File: src/rtl/video_cfg_pkg.sv
// ============================================================================
// Module      : video_cfg_pkg
// Description : Shared states, command codes, register map and defaults
//               for the video configuration controller.
// Revision    : 1.0 - initial release
// ============================================================================
`default_nettype none

package video_cfg_pkg;

   typedef enum logic [2:0] {
      IDLE    = 3'd0,
      CMD     = 3'd1,
      OSD     = 3'd2,
      ADDR    = 3'd3,
      DATA    = 3'd4,
      DISCARD = 3'd5
   } state_t;

   localparam logic [7:0] CMD_OSD = 8'h01;
   localparam logic [7:0] CMD_CFG = 8'h02;

   localparam logic [2:0] REG_SCANLINES = 3'd0;
   localparam logic [2:0] REG_VOLUME    = 3'd1;
   localparam logic [2:0] REG_WIDE      = 3'd2;
   localparam logic [2:0] REG_NTSC      = 3'd3;
   localparam logic [2:0] REG_AUDIO_LO  = 3'd4;
   localparam logic [2:0] REG_AUDIO_HI  = 3'd5;

   localparam logic [1:0] DEFAULT_SCANLINES = 2'd0;
   localparam logic [1:0] DEFAULT_VOLUME    = 2'd3;
   localparam logic [8:0] DEFAULT_AUDIO_DIV = 9'd327;

   function automatic state_t cmd_next(input logic [7:0] cmd);
      case (cmd)
         CMD_OSD: cmd_next = OSD;
         CMD_CFG: cmd_next = ADDR;
         default: cmd_next = DISCARD;
      endcase
   endfunction

endpackage

`default_nettype wire

File: src/rtl/video_cfg_regs.sv
// ============================================================================
// Module      : video_cfg_regs
// Description : Shadow/active configuration registers with atomic commit.
//               Build option VIDEO_CFG_VSYNC_COMMIT_EN defers commit to vsync.
// Revision    : 1.0 - initial release
// ============================================================================
`default_nettype none

module video_cfg_regs
   import video_cfg_pkg::*;
#(
   parameter logic [1:0] DEF_SCANLINES = DEFAULT_SCANLINES,
   parameter logic [1:0] DEF_VOLUME    = DEFAULT_VOLUME,
   parameter logic [8:0] DEF_AUDIO_DIV = DEFAULT_AUDIO_DIV
) (
   input  logic       clk,
   input  logic       reset,
   input  logic       vs_n,
   input  logic       wr_en,
   input  logic [2:0] wr_addr,
   input  logic [7:0] wr_data,
   output logic [1:0] system_scanlines,
   output logic [1:0] system_volume,
   output logic       system_wide_screen,
   output logic       ntscmode,
   output logic [8:0] audio_div,
   output logic       cfg_pending
);

   logic [1:0] sh_scanlines;
   logic [1:0] sh_volume;
   logic       sh_wide;
   logic       sh_ntsc;
   logic [8:0] sh_audio_div;
   logic       wr_mapped;
   logic       commit;

   assign wr_mapped = wr_en && (wr_addr <= REG_AUDIO_HI);

`ifdef VIDEO_CFG_VSYNC_COMMIT_EN
   logic vs_d;
   logic vs_fall;

   always_ff @(posedge clk or posedge reset) begin
      if (reset) begin
         vs_d    <= 1'b1;
         vs_fall <= 1'b0;
      end else begin
         vs_d    <= vs_n;
         vs_fall <= vs_d & ~vs_n;
      end
   end

   assign commit = vs_fall & cfg_pending;
`else
   logic unused_vs_n;
   assign unused_vs_n = vs_n;
   // Pending is high exactly the cycle after a write, so it doubles as commit.
   assign commit = cfg_pending;
`endif

   always_ff @(posedge clk or posedge reset) begin
      if (reset) begin
         sh_scanlines <= DEF_SCANLINES;
         sh_volume    <= DEF_VOLUME;
         sh_wide      <= 1'b0;
         sh_ntsc      <= 1'b0;
         sh_audio_div <= DEF_AUDIO_DIV;
      end else if (wr_en) begin
         case (wr_addr)
            REG_SCANLINES: sh_scanlines      <= wr_data[1:0];
            REG_VOLUME:    sh_volume         <= wr_data[1:0];
            REG_WIDE:      sh_wide           <= wr_data[0];
            REG_NTSC:      sh_ntsc           <= wr_data[0];
            REG_AUDIO_LO:  sh_audio_div[7:0] <= wr_data;
            REG_AUDIO_HI:  sh_audio_div[8]   <= wr_data[0];
            default: ;
         endcase
      end
   end

   // Commit samples the shadow before any same-cycle write lands.
   always_ff @(posedge clk or posedge reset) begin
      if (reset) begin
         system_scanlines   <= DEF_SCANLINES;
         system_volume      <= DEF_VOLUME;
         system_wide_screen <= 1'b0;
         ntscmode           <= 1'b0;
         audio_div          <= DEF_AUDIO_DIV;
         cfg_pending        <= 1'b0;
      end else begin
         if (commit) begin
            system_scanlines   <= sh_scanlines;
            system_volume      <= sh_volume;
            system_wide_screen <= sh_wide;
            ntscmode           <= sh_ntsc;
            audio_div          <= sh_audio_div;
         end
         if (wr_mapped)
            cfg_pending <= 1'b1;
         else if (commit)
            cfg_pending <= 1'b0;
      end
   end

endmodule

`default_nettype wire

File: src/rtl/video_cfg_ctrl.sv
// ============================================================================
// Module      : video_cfg_ctrl
// Description : MCU byte-stream decoder: OSD forwarding and config writes.
//               Build option VIDEO_CFG_VSYNC_COMMIT_EN defers commit to vsync.
// Revision    : 1.0 - initial release
// ============================================================================
`default_nettype none

module video_cfg_ctrl
   import video_cfg_pkg::*;
#(
   parameter logic [1:0] DEF_SCANLINES = DEFAULT_SCANLINES,
   parameter logic [1:0] DEF_VOLUME    = DEFAULT_VOLUME,
   parameter logic [8:0] DEF_AUDIO_DIV = DEFAULT_AUDIO_DIV
) (
   input  logic       clk,
   input  logic       reset,
   input  logic       mcu_start,
   input  logic       mcu_strobe,
   input  logic [7:0] mcu_data,
   input  logic       vs_n,
   output logic       osd_start,
   output logic       osd_strobe,
   output logic [7:0] osd_data,
   output logic [1:0] system_scanlines,
   output logic [1:0] system_volume,
   output logic       system_wide_screen,
   output logic       ntscmode,
   output logic [8:0] audio_div,
   output logic       cfg_pending
);

   state_t     state;
   state_t     next_state;
   logic [2:0] ptr;
   logic       cmd_take;
   logic       osd_take;
   logic       ptr_load;
   logic       wr_en;

   always_ff @(posedge clk or posedge reset) begin
      if (reset)
         state <= IDLE;
      else
         state <= next_state;
   end

   // A start strobed together with a byte treats that byte as the command.
   always_comb begin
      next_state = state;
      cmd_take   = 1'b0;
      osd_take   = 1'b0;
      ptr_load   = 1'b0;
      wr_en      = 1'b0;
      if (mcu_start) begin
         cmd_take   = mcu_strobe;
         next_state = mcu_strobe ? cmd_next(mcu_data) : CMD;
      end else if (mcu_strobe) begin
         case (state)
            CMD: begin
               cmd_take   = 1'b1;
               next_state = cmd_next(mcu_data);
            end
            OSD:  osd_take = 1'b1;
            ADDR: begin
               ptr_load   = 1'b1;
               next_state = DATA;
            end
            DATA: wr_en = 1'b1;
            default: ;
         endcase
      end
   end

   always_ff @(posedge clk or posedge reset) begin
      if (reset) begin
         ptr        <= 3'd0;
         osd_start  <= 1'b0;
         osd_strobe <= 1'b0;
         osd_data   <= 8'h00;
      end else begin
         if (ptr_load)
            ptr <= mcu_data[2:0];
         else if (wr_en)
            ptr <= ptr + 3'd1;
         osd_start  <= cmd_take && (mcu_data == CMD_OSD);
         osd_strobe <= osd_take;
         if (osd_take)
            osd_data <= mcu_data;
      end
   end

   video_cfg_regs #(
      .DEF_SCANLINES (DEF_SCANLINES),
      .DEF_VOLUME    (DEF_VOLUME),
      .DEF_AUDIO_DIV (DEF_AUDIO_DIV)
   ) u_regs (
      .clk                (clk),
      .reset              (reset),
      .vs_n               (vs_n),
      .wr_en              (wr_en),
      .wr_addr            (ptr),
      .wr_data            (mcu_data),
      .system_scanlines   (system_scanlines),
      .system_volume      (system_volume),
      .system_wide_screen (system_wide_screen),
      .ntscmode           (ntscmode),
      .audio_div          (audio_div),
      .cfg_pending        (cfg_pending)
   );

endmodule

`default_nettype wire

File: config.mk
export PLATFORM = sky130hd
export DESIGN_NAME = video_cfg_ctrl
export DESIGN_NICKNAME = d
export VERILOG_FILES = /design/src/rtl/video_cfg_pkg.sv /design/src/rtl/video_cfg_regs.sv /design/src/rtl/video_cfg_ctrl.sv
export SDC_FILE = /design/constraint.sdc
export NUM_CORES = 1
export LEC_CHECK = 0
export CAP_MARGIN = 30
export CELL_PAD_IN_SITES_DETAIL_PLACEMENT = 0
export CELL_PAD_IN_SITES_GLOBAL_PLACEMENT = 1
export CORE_ASPECT_RATIO = 2
export CORE_MARGIN = 10
export CORE_UTILIZATION = 46
export CTS_BUF_LIST = sky130_fd_sc_hd__clkbuf_2
export DETAILED_ROUTE_END_ITERATION = 7
export PLACE_DENSITY_LB_ADDON = 0.12
export SLEW_MARGIN = 20
export SYNTH_ARGS = -nofsm -noshare
export SYNTH_HDL_FRONTEND = slang
export SYNTH_SLANG_ARGS = --single-unit
File: constraint.sdc
create_clock -name clk -period 3.05 [get_ports clk]
set_clock_uncertainty 0.15 [all_clocks]
set_input_delay 0.61 -clock clk [delete_from_list [all_inputs] [get_ports clk]]
set_output_delay 0.61 -clock clk [all_outputs]
set_load 0.03 [all_outputs]
==> results.yml, run 1 <==
run_status:
  status: "finished clean"
setup_path:
  end_kind: "output pin"
  crit_family: "buffers and inverters"
  critical_path.max_fanout: 2
  crit_path_start: "u_regs.audio_div[0]"
  worstPathCellList: "clkdlybuf4s50_1"
  rr_startpoint: "state[0]"
  cpMaxStageDelayCell: "clkdlybuf4s50_1"
  cp-start-kind: "flip-flop"
  critPathBufInv: 1
  worstSetupPathType: "flip-flop to output pin"
  worstPathArrival_ns: 1.64
  critPathMaxStageDelay_ns: 0.67
  cp_data_required_time_ns: 2.29
die:
  coreArea_mm2: 0.00430
  die_area_mm2: 0.00760
  fp.dieW_um: 66.8
  fp.dieH_um: 114
  initial_utilization_pct: 47.0
  io_pins: 39
  rows: 34
cells_and_area:
  nNetsFinal: 208
  antennaDiodeCount: 0
  drive_above_1_share_pct: 34.2
  area_delta_synth_final_pct: 22.9
  nFillCells: 389
sta:
  period_share_pct: 78.8
  max_freq_ghz: 0.416
  final.min_clock_period_ns: 2.40
  rsz0062_at_grt: "no"
  finalMaxSlewViolations: 0
  relSlewSlack_pct: 60.7
  worstMarginPinSlew_ns: 0.590
  setup-tns-final_ns: 0
  finalHoldViolations: 0
  finalSetupViolCount: 0
cts:
  cts_buffer_depth: 2
  clock_latency_ns: 0.39
  holdBufCountCts: 0
  cts_tree: "done"
  clockRootBuffer: "clkbuf_2"
  clkTransAtPathRegs_ns: 0.22
  cts_buffers: 5
  htree_levels: 2
  post_cts_resized: 0
  cts.sinks: 47
  post_cts_buffers: 0
global_route:
  overflow: 0
  grtUsageMet1_pct: 11.4
  grt_use_total_pct: 12.0
  use_met3_pct: 3.63
  grt_antenna_before_repair: 0
  grt_util_met2_pct: 22.8
  grt_pass1_vias: 1480
  grt_first_pass_wirelength_um: 7070
  grt.busiest_layer: "met2"
  grt_max_degree: 48
synthesis:
  ys_warn_count: 0
  ys_seq_area_share_pct: 59.1
  synth.cell_area_mm2: 0.00202
  postSynthCellCount: 147
  synth_seq_cells: 47
  synth_flop_cell: "dfrtp_1"
  synthDistinctLibCells: 29
  synth_fp_nets: 165
  synth_area_per_cell_um2: 13.7
  synth_edf_count: 0
  synthArstFlopShare_pct: 100
power:
  leakage_uw: 0.00111
  power_density_mw_per_mm2: 383
  peakVddDrop_mv: 0.246
  p_total_uw: 951
detailed_routing:
  postRouteAntennaNets: 0
  viasPerCell: 5.19
  drt-pass1-iter-count: 4
  vias: 1267
  wl_per_cell_um: 17.3
  first_iter_violations: 30
  routed_wl_um: 4210
  drc: 0
placed_design:
  hpwl_um: 3220
  port_buffers: 37
  place_congestion: 0.848
hold_path:
  min_path_type: "flip-flop to flip-flop"
  hp-start: "u_regs.sh_audio_div[7]"
run:
  drv_cap: 0
[cell type report]
type,count,area (um^2),area share (%)
sequential,47,1190,48.1
multi-input combinational,90,771,31.1
timing repair buffer,40,393,15.8
tap,54,67.6,2.72
clock buffer,5,25.0,1.01
inverter,6,22.5,0.908
clock inverter,2,8.76,0.353
[cells in the mapped netlist (all sizes together), types with 3 or more instances]
master   n  area [um^2]
and3     3         20.0
mux2    38          432
ha       5         62.6
buf      3         27.5
dfstp   14          368
nand2    7         26.3
dfrtp   33          826
nor2b    4         32.5
nor2     9         36.3
inv      6         22.5
nand3    8         52.6
a21oi    3         15.0
[placed cells by master (no fill, tap or decap), types with 2 or more instances in the layout]
cell type	count
a211oi_1	2
a21oi_1	3
and3_1	2
buf_4	3
clkbuf_2	5
clkdlybuf4s50_1	37
clkinv_1	2
dfrtp_1	33
dfstp_2	14
ha_1	5
inv_1	5
mux2_2	37
nand2_1	7
nand3_1	7
nor2_1	8
nor2b_1	3
o21ai_0	2
xnor2_1	2
[state kept, by name, summed over array words and instances (netlist names), 2 cells and up]
signal and cells:
state 3, u_regs.audio_div 9, u_regs.sh_audio_div 9, u_regs.sh_scanlines 2
osd_data 8, u_regs.system_scanlines 2, u_regs.sh_volume 2, ptr 3
u_regs.system_volume 2
[power breakdown]
group / switching [uW] / internal (uW) / total (uW)
clock network: 181 / 48.7 / 229
registers: 7.92 / 634 / 642
logic: 45.9 / 34.0 / 79.9
[logic make-up (layout without fill, tap and decap cells)]
family                   Yosys count  in the layout  synth area share (%)
XOR/XNOR                           2              2                 0.868
multiplexers                      38             38                  21.4
AO/OA/AOI/OAI                     12             12                  3.97
flip-flops                        47             47                  59.1
AND/OR/NAND/NOR                   33             33                  8.87
buffers and inverters             10             53                  2.67
adder cells (fa/ha/maj)            5              5                  3.10
[metrics by stage]
| stage | std cells | util (%) | hold slack (ns) | instance area (um^2) | worst slack (ns) |
|---|---|---|---|---|---|
| global placement | 237 | 57.0 | 0.333 | 2450 | 0.439 |
| global route | 244 | 57.7 | 0.409 | 2480 | 0.562 |
| floorplan | 147 | - | 0.324 | 2020 | 1.20 |
| detailed placement | 237 | 57.0 | 0.343 | 2450 | 0.405 |
| finish | 244 | 57.7 | 0.385 | 2480 | 0.647 |
| CTS | 244 | 57.7 | 0.390 | 2480 | 0.613 |
[per-layer routing]
layer	up-vias	share of wire, %
li1	593	-
met1	643	34
met2	27	60
met3	4	4.4
met4	0	1.1
met5	-	0
[worst paths after layout]
| kind | slack (ns) | cells past startpoint | to |
|---|---|---|---|
| setup / recovery | 0.65 | 1 | audio_div[0] |
| max in group asynchronous | 1.85 | 3 | u_regs.sh_audio_div[8] |
| min in group asynchronous | 0.47 | 3 | u_regs.system_wide_screen |
| setup reg to reg | 1.27 | 4 | u_regs.sh_wide |
| hold reg to reg | 0.38 | 1 | u_regs.sh_audio_div[7] |
| hold / removal | 0.38 | 1 | u_regs.sh_audio_div[7] |
No activity file was read; power rests on OpenSTA's default activity.
==> inputs of run 2 (changes only) <==
Settings changed: CORE_UTILIZATION 46 to 39.
Clock period 3.05 ns to 2.2 ns, I/O delays scaled along.
==> results.yml, run 2 (synthesized netlist as in run 1, its figures left out) <==
cells_and_area:
  drive_above_1_share_pct: 37.9
  final_util_pct: 50.4
  fin_cells: 256
  area_delta_synth_final_pct: 27.2
  fin_area_mm2: 0.00257
  antennaDiodeCount: 0
  mostFrequentLayoutCells: "mux2_2 (37), dfrtp_1 (33), clkdlybuf4s50_1 (29)"
  largestRegisters: "u_regs.audio_div x9, u_regs.sh_audio_div x9, osd_data x8"
  nNetsFinal: 215
  final_common_cell: "mux2_2"
global_route:
  grt_first_pass_wirelength_um: 7270
  overflow: 0
  grt_max_degree: 31
  grt_use_total_pct: 10.5
  grt_pass1_vias: 1419
  grt_antenna_before_repair: 0
cts:
  htree_levels: 2
  post_cts_buffers: 0
  cts_buffer_depth: 2
  holdBufCountCts: 0
  clkTransAtPathRegs_ns: 0.23
  cts_tree: "done"
  cts_buffers: 5
  clock_latency_ns: 0.40
  cts.sinks: 47
  post_cts_resized: 7
  clockRootBuffer: "clkbuf_2"
detailed_routing:
  routed_wl_um: 4270
  drt-pass1-iter-count: 4
  postRouteAntennaNets: 0
  viasPerCell: 5.00
  first_iter_violations: 32
  drc: 0
  vias: 1279
  wl_per_cell_um: 16.7
setup_path:
  reg2regPathDepth: 6
  worstPathArrival_ns: 1.50
  critPathMaxStageDelay_ns: 0.70
  worstPathCellList: "clkdlybuf4s50_1"
  reg2reg_slack_ns: 0.53
  rr_startpoint: "state[0]"
  cp_data_required_time_ns: 1.61
  worstSetupPathType: "flip-flop to output pin"
  cp-start-kind: "flip-flop"
  end_kind: "output pin"
  critPathBufInv: 1
  critical_path.max_fanout: 2
  crit_family: "buffers and inverters"
  rr_endpoint: "u_regs.sh_volume[0]"
  cpMaxStageDelayCell: "clkdlybuf4s50_1"
power:
  peakVddDrop_mv: 0.490
  power_density_mw_per_mm2: 526
  leakage_uw: 0.00121
die:
  io_pins: 39
  rows: 37
  initial_utilization_pct: 39.6
  fp.dieH_um: 122
  coreArea_mm2: 0.00509
  die_area_mm2: 0.00863
  fp.dieW_um: 70.9
run_status:
  status: "finished clean"
hold_path:
  min_path_type: "primary input to async pin"
sta:
  worstMarginPinSlew_ns: 0.400
  fin_ws_ns: 0.112
  finalSetupViolCount: 0
  finalMaxSlewViolations: 0
  finalHoldViolations: 0
  final.min_clock_period_ns: 2.09
  period_share_pct: 94.9
  rsz0062_at_grt: "no"
  setup-tns-final_ns: 0
  relSlewSlack_pct: 73.3
  max_freq_ghz: 0.479
placed_design:
  port_buffers: 37
  dp_slack_ns: 0.00912
  placed_cell_area_mm2: 0.00253
  place_congestion: 0.771
  hpwl_um: 3310
  dp.cells: 248
run:
  drv_cap: 0
## run 2: cell types whose count changed in the layout (fill, tap and decap cells not counted), sizes merged
| cell | previous run | this run |
|---|---|---|
| clkdlybuf4s50 | 37 | 29 |
| dlygate4sd2 | 0 | 7 |
| clkinv | 3 | 1 |
| buf | 3 | 10 |
| clkbuf | 5 | 6 |
| inv | 5 | 6 |
| dlymetal6s2s | 0 | 1 |
| clkinvlp | 0 | 1 |
## run 2: routing by layer
| metal | track usage, % | wire length, um |
|---|---|---|
| met1 | 11.0 | 1590 |
| met2 | 18.6 | 2360 |
| met3 | 3.58 | 250 |
| met4 | 4.01 | 70 |
| met5 | 0 | 0 |
## run 2: metrics by stage
step           total power (uW)  hold slack (ns)
4_1_cts                    1380            0.122
6_report                   1350            0.145
3_3_place_gp               1020            0.334
2_1_floorplan               963            0.324
3_5_place_dp               1030            0.343
5_1_grt                    1420            0.130
## run 2: worst max-delay path by stage
| stage | depth (start not counted) | slack (ns) | from | end |
|---|---|---|---|---|
| 3_3_place_gp | 6 | 0.02 | mcu_strobe | u_regs.sh_wide |
| 2_1_floorplan | 1 | 0.52 | reset | osd_data[0] |
| 4_1_cts | 1 | 0.07 | osd_data[1] | osd_data[1] |
| 5_1_grt | 1 | 0.004 | u_regs.system_scanlines[0] | system_scanlines[0] |
| 6_report | 1 | 0.11 | u_regs.audio_div[7] | audio_div[7] |
| 3_5_place_dp | 6 | 0.009 | mcu_strobe | u_regs.sh_wide |
## run 2: area by class of cell
type,count,area [um^2]
clock buffer,6,30.0
clock inverter,2,12.5
fill,483,2530
inverter,6,22.5
multi-input combinational,90,771
sequential,47,1190
tap,58,72.6
timing repair buffer,47,464
## run 2: power breakdown
part	leakage [uW]	internal, uW	switching (uW)
logic	0.000587	54.4	64.2
clock network	0.0000290	81.1	260
registers	0.000595	879	11.2
==> inputs of run 3 (changes only) <==
--- a/constraint.sdc
+++ b/constraint.sdc
@@ -3,3 +3,3 @@
 set_input_delay 0.44 -clock clk [delete_from_list [all_inputs] [get_ports clk]]
 set_output_delay 0.44 -clock clk [all_outputs]
-set_load 0.03 [all_outputs]
+set_load 0.01 [all_outputs]
==> results.yml, run 3 (synthesized netlist as in run 1, its figures left out) <==
run_status:
  status: "finished clean"
cts:
  clock_latency_ns: 0.41
  htree_levels: 2
  cts_buffers: 5
  cts_buffer_depth: 2
  post_cts_buffers: 0
  clockRootBuffer: "clkbuf_2"
  clkTransAtPathRegs_ns: 0.23
  post_cts_resized: 0
  holdBufCountCts: 0
  cts.sinks: 47
  cts_tree: "done"
global_route:
  grt_max_degree: 31
  overflow: 0
  grt_pass1_vias: 1419
  grt_first_pass_wirelength_um: 7270
  grt_use_total_pct: 10.5
  grt_antenna_before_repair: 0
detailed_routing:
  drt-pass1-iter-count: 4
  routed_wl_um: 4240
  postRouteAntennaNets: 0
  drc: 0
  first_iter_violations: 35
  vias: 1276
  wl_per_cell_um: 16.5
  viasPerCell: 4.98
setup_path:
  critPathBufInv: 1
  cp-start-kind: "flip-flop"
  rr_endpoint: "u_regs.sh_volume[0]"
  endpoint: "audio_div[1]"
  rr_startpoint: "state[0]"
  reg2regPathDepth: 6
  critical_path.max_fanout: 2
  cp_data_required_time_ns: 1.61
  critical_path_depth: 1
  cpMaxStageDelayCell: "dfstp_2"
  end_kind: "output pin"
  critPathMaxStageDelay_ns: 0.59
  crit_path_start: "u_regs.audio_div[1]"
  worstSetupPathType: "flip-flop to output pin"
  worstPathCellList: "clkdlybuf4s50_1"
  reg2reg_slack_ns: 0.53
  crit_family: "flip-flops"
  worstPathArrival_ns: 1.53
die:
  initial_utilization_pct: 39.6
  coreArea_mm2: 0.00509
  fp.dieH_um: 122
  io_pins: 39
  rows: 37
  fp.dieW_um: 70.9
  die_area_mm2: 0.00863
cells_and_area:
  nFillCells: 482
  antennaDiodeCount: 0
  mostFrequentLayoutCells: "mux2_2 (37), clkdlybuf4s50_1 (37), dfrtp_1 (33)"
  drive_above_1_share_pct: 37.9
  fin_area_mm2: 0.00257
  nNetsFinal: 215
  largestRegisters: "u_regs.audio_div x9, u_regs.sh_audio_div x9, osd_data x8"
  area_delta_synth_final_pct: 27.5
  fin_cells: 256
placed_design:
  hpwl_um: 3310
  port_buffers: 37
  dp_slack_ns: 0.00912
  dp.cells: 248
  placed_cell_area_mm2: 0.00253
  place_congestion: 0.771
sta:
  finalMaxSlewViolations: 0
  period_share_pct: 96.2
  relSlewSlack_pct: 73.1
  max_freq_ghz: 0.472
  rsz0062_at_grt: "no"
  worstMarginPinSlew_ns: 0.403
  fin_ws_ns: 0.0829
  final.min_clock_period_ns: 2.12
  finalSetupViolCount: 0
  finalHoldViolations: 0
  setup-tns-final_ns: 0
hold_path:
  min_path_type: "primary input to async pin"
power:
  peakVddDrop_mv: 0.488
  leakage_uw: 0.00116
  power_density_mw_per_mm2: 523
run:
  drv_cap: 0
[run 3: cell type report]
class / instances / area (um^2) / share of cell area, %
well taps: 58 / 72.6 / 2.82
clock buffers: 6 / 30.0 / 1.17
inverters: 6 / 22.5 / 0.875
flip-flops and latches: 47 / 1190 / 46.4
multi-input cells: 90 / 771 / 30.0
clock inverters: 2 / 12.5 / 0.486
repair buffers: 47 / 470 / 18.3
[run 3: metal layers]
layer	wire, um	vias to the layer above	global-route usage (%)
met5	0	-	0
met4	67	0	4.01
met3	245	5	3.58
met2	2330	33	18.6
met1	1590	629	11.0
li1	-	609	-
[run 3: how the worst min path moves through the flow]
stage	to	cells past startpoint
global placement	u_regs.sh_audio_div[7]	1
CTS	u_regs.system_wide_screen	2
finish	u_regs.system_wide_screen	2
global route	u_regs.system_wide_screen	2
floorplan	u_regs.sh_audio_div[3]	1
detailed placement	u_regs.sh_audio_div[5]	1
[run 3: through the flow]
stage | total power [uW] | hold WS [ns] | utilization [%]
4_1_cts | 1370 | 0.122 | 50.5
2_1_floorplan | 958 | 0.324 | -
3_3_place_gp | 1020 | 0.334 | 49.7
5_1_grt | 1410 | 0.130 | 50.5
3_5_place_dp | 1020 | 0.343 | 49.7
6_report | 1350 | 0.144 | 50.5
[run 3: power breakdown]
group,total [uW],switching (uW),internal [uW]
clock network,343,261,81.1
registers,890,11.0,879
logic,114,59.5,54.5
total,1350,332,1010
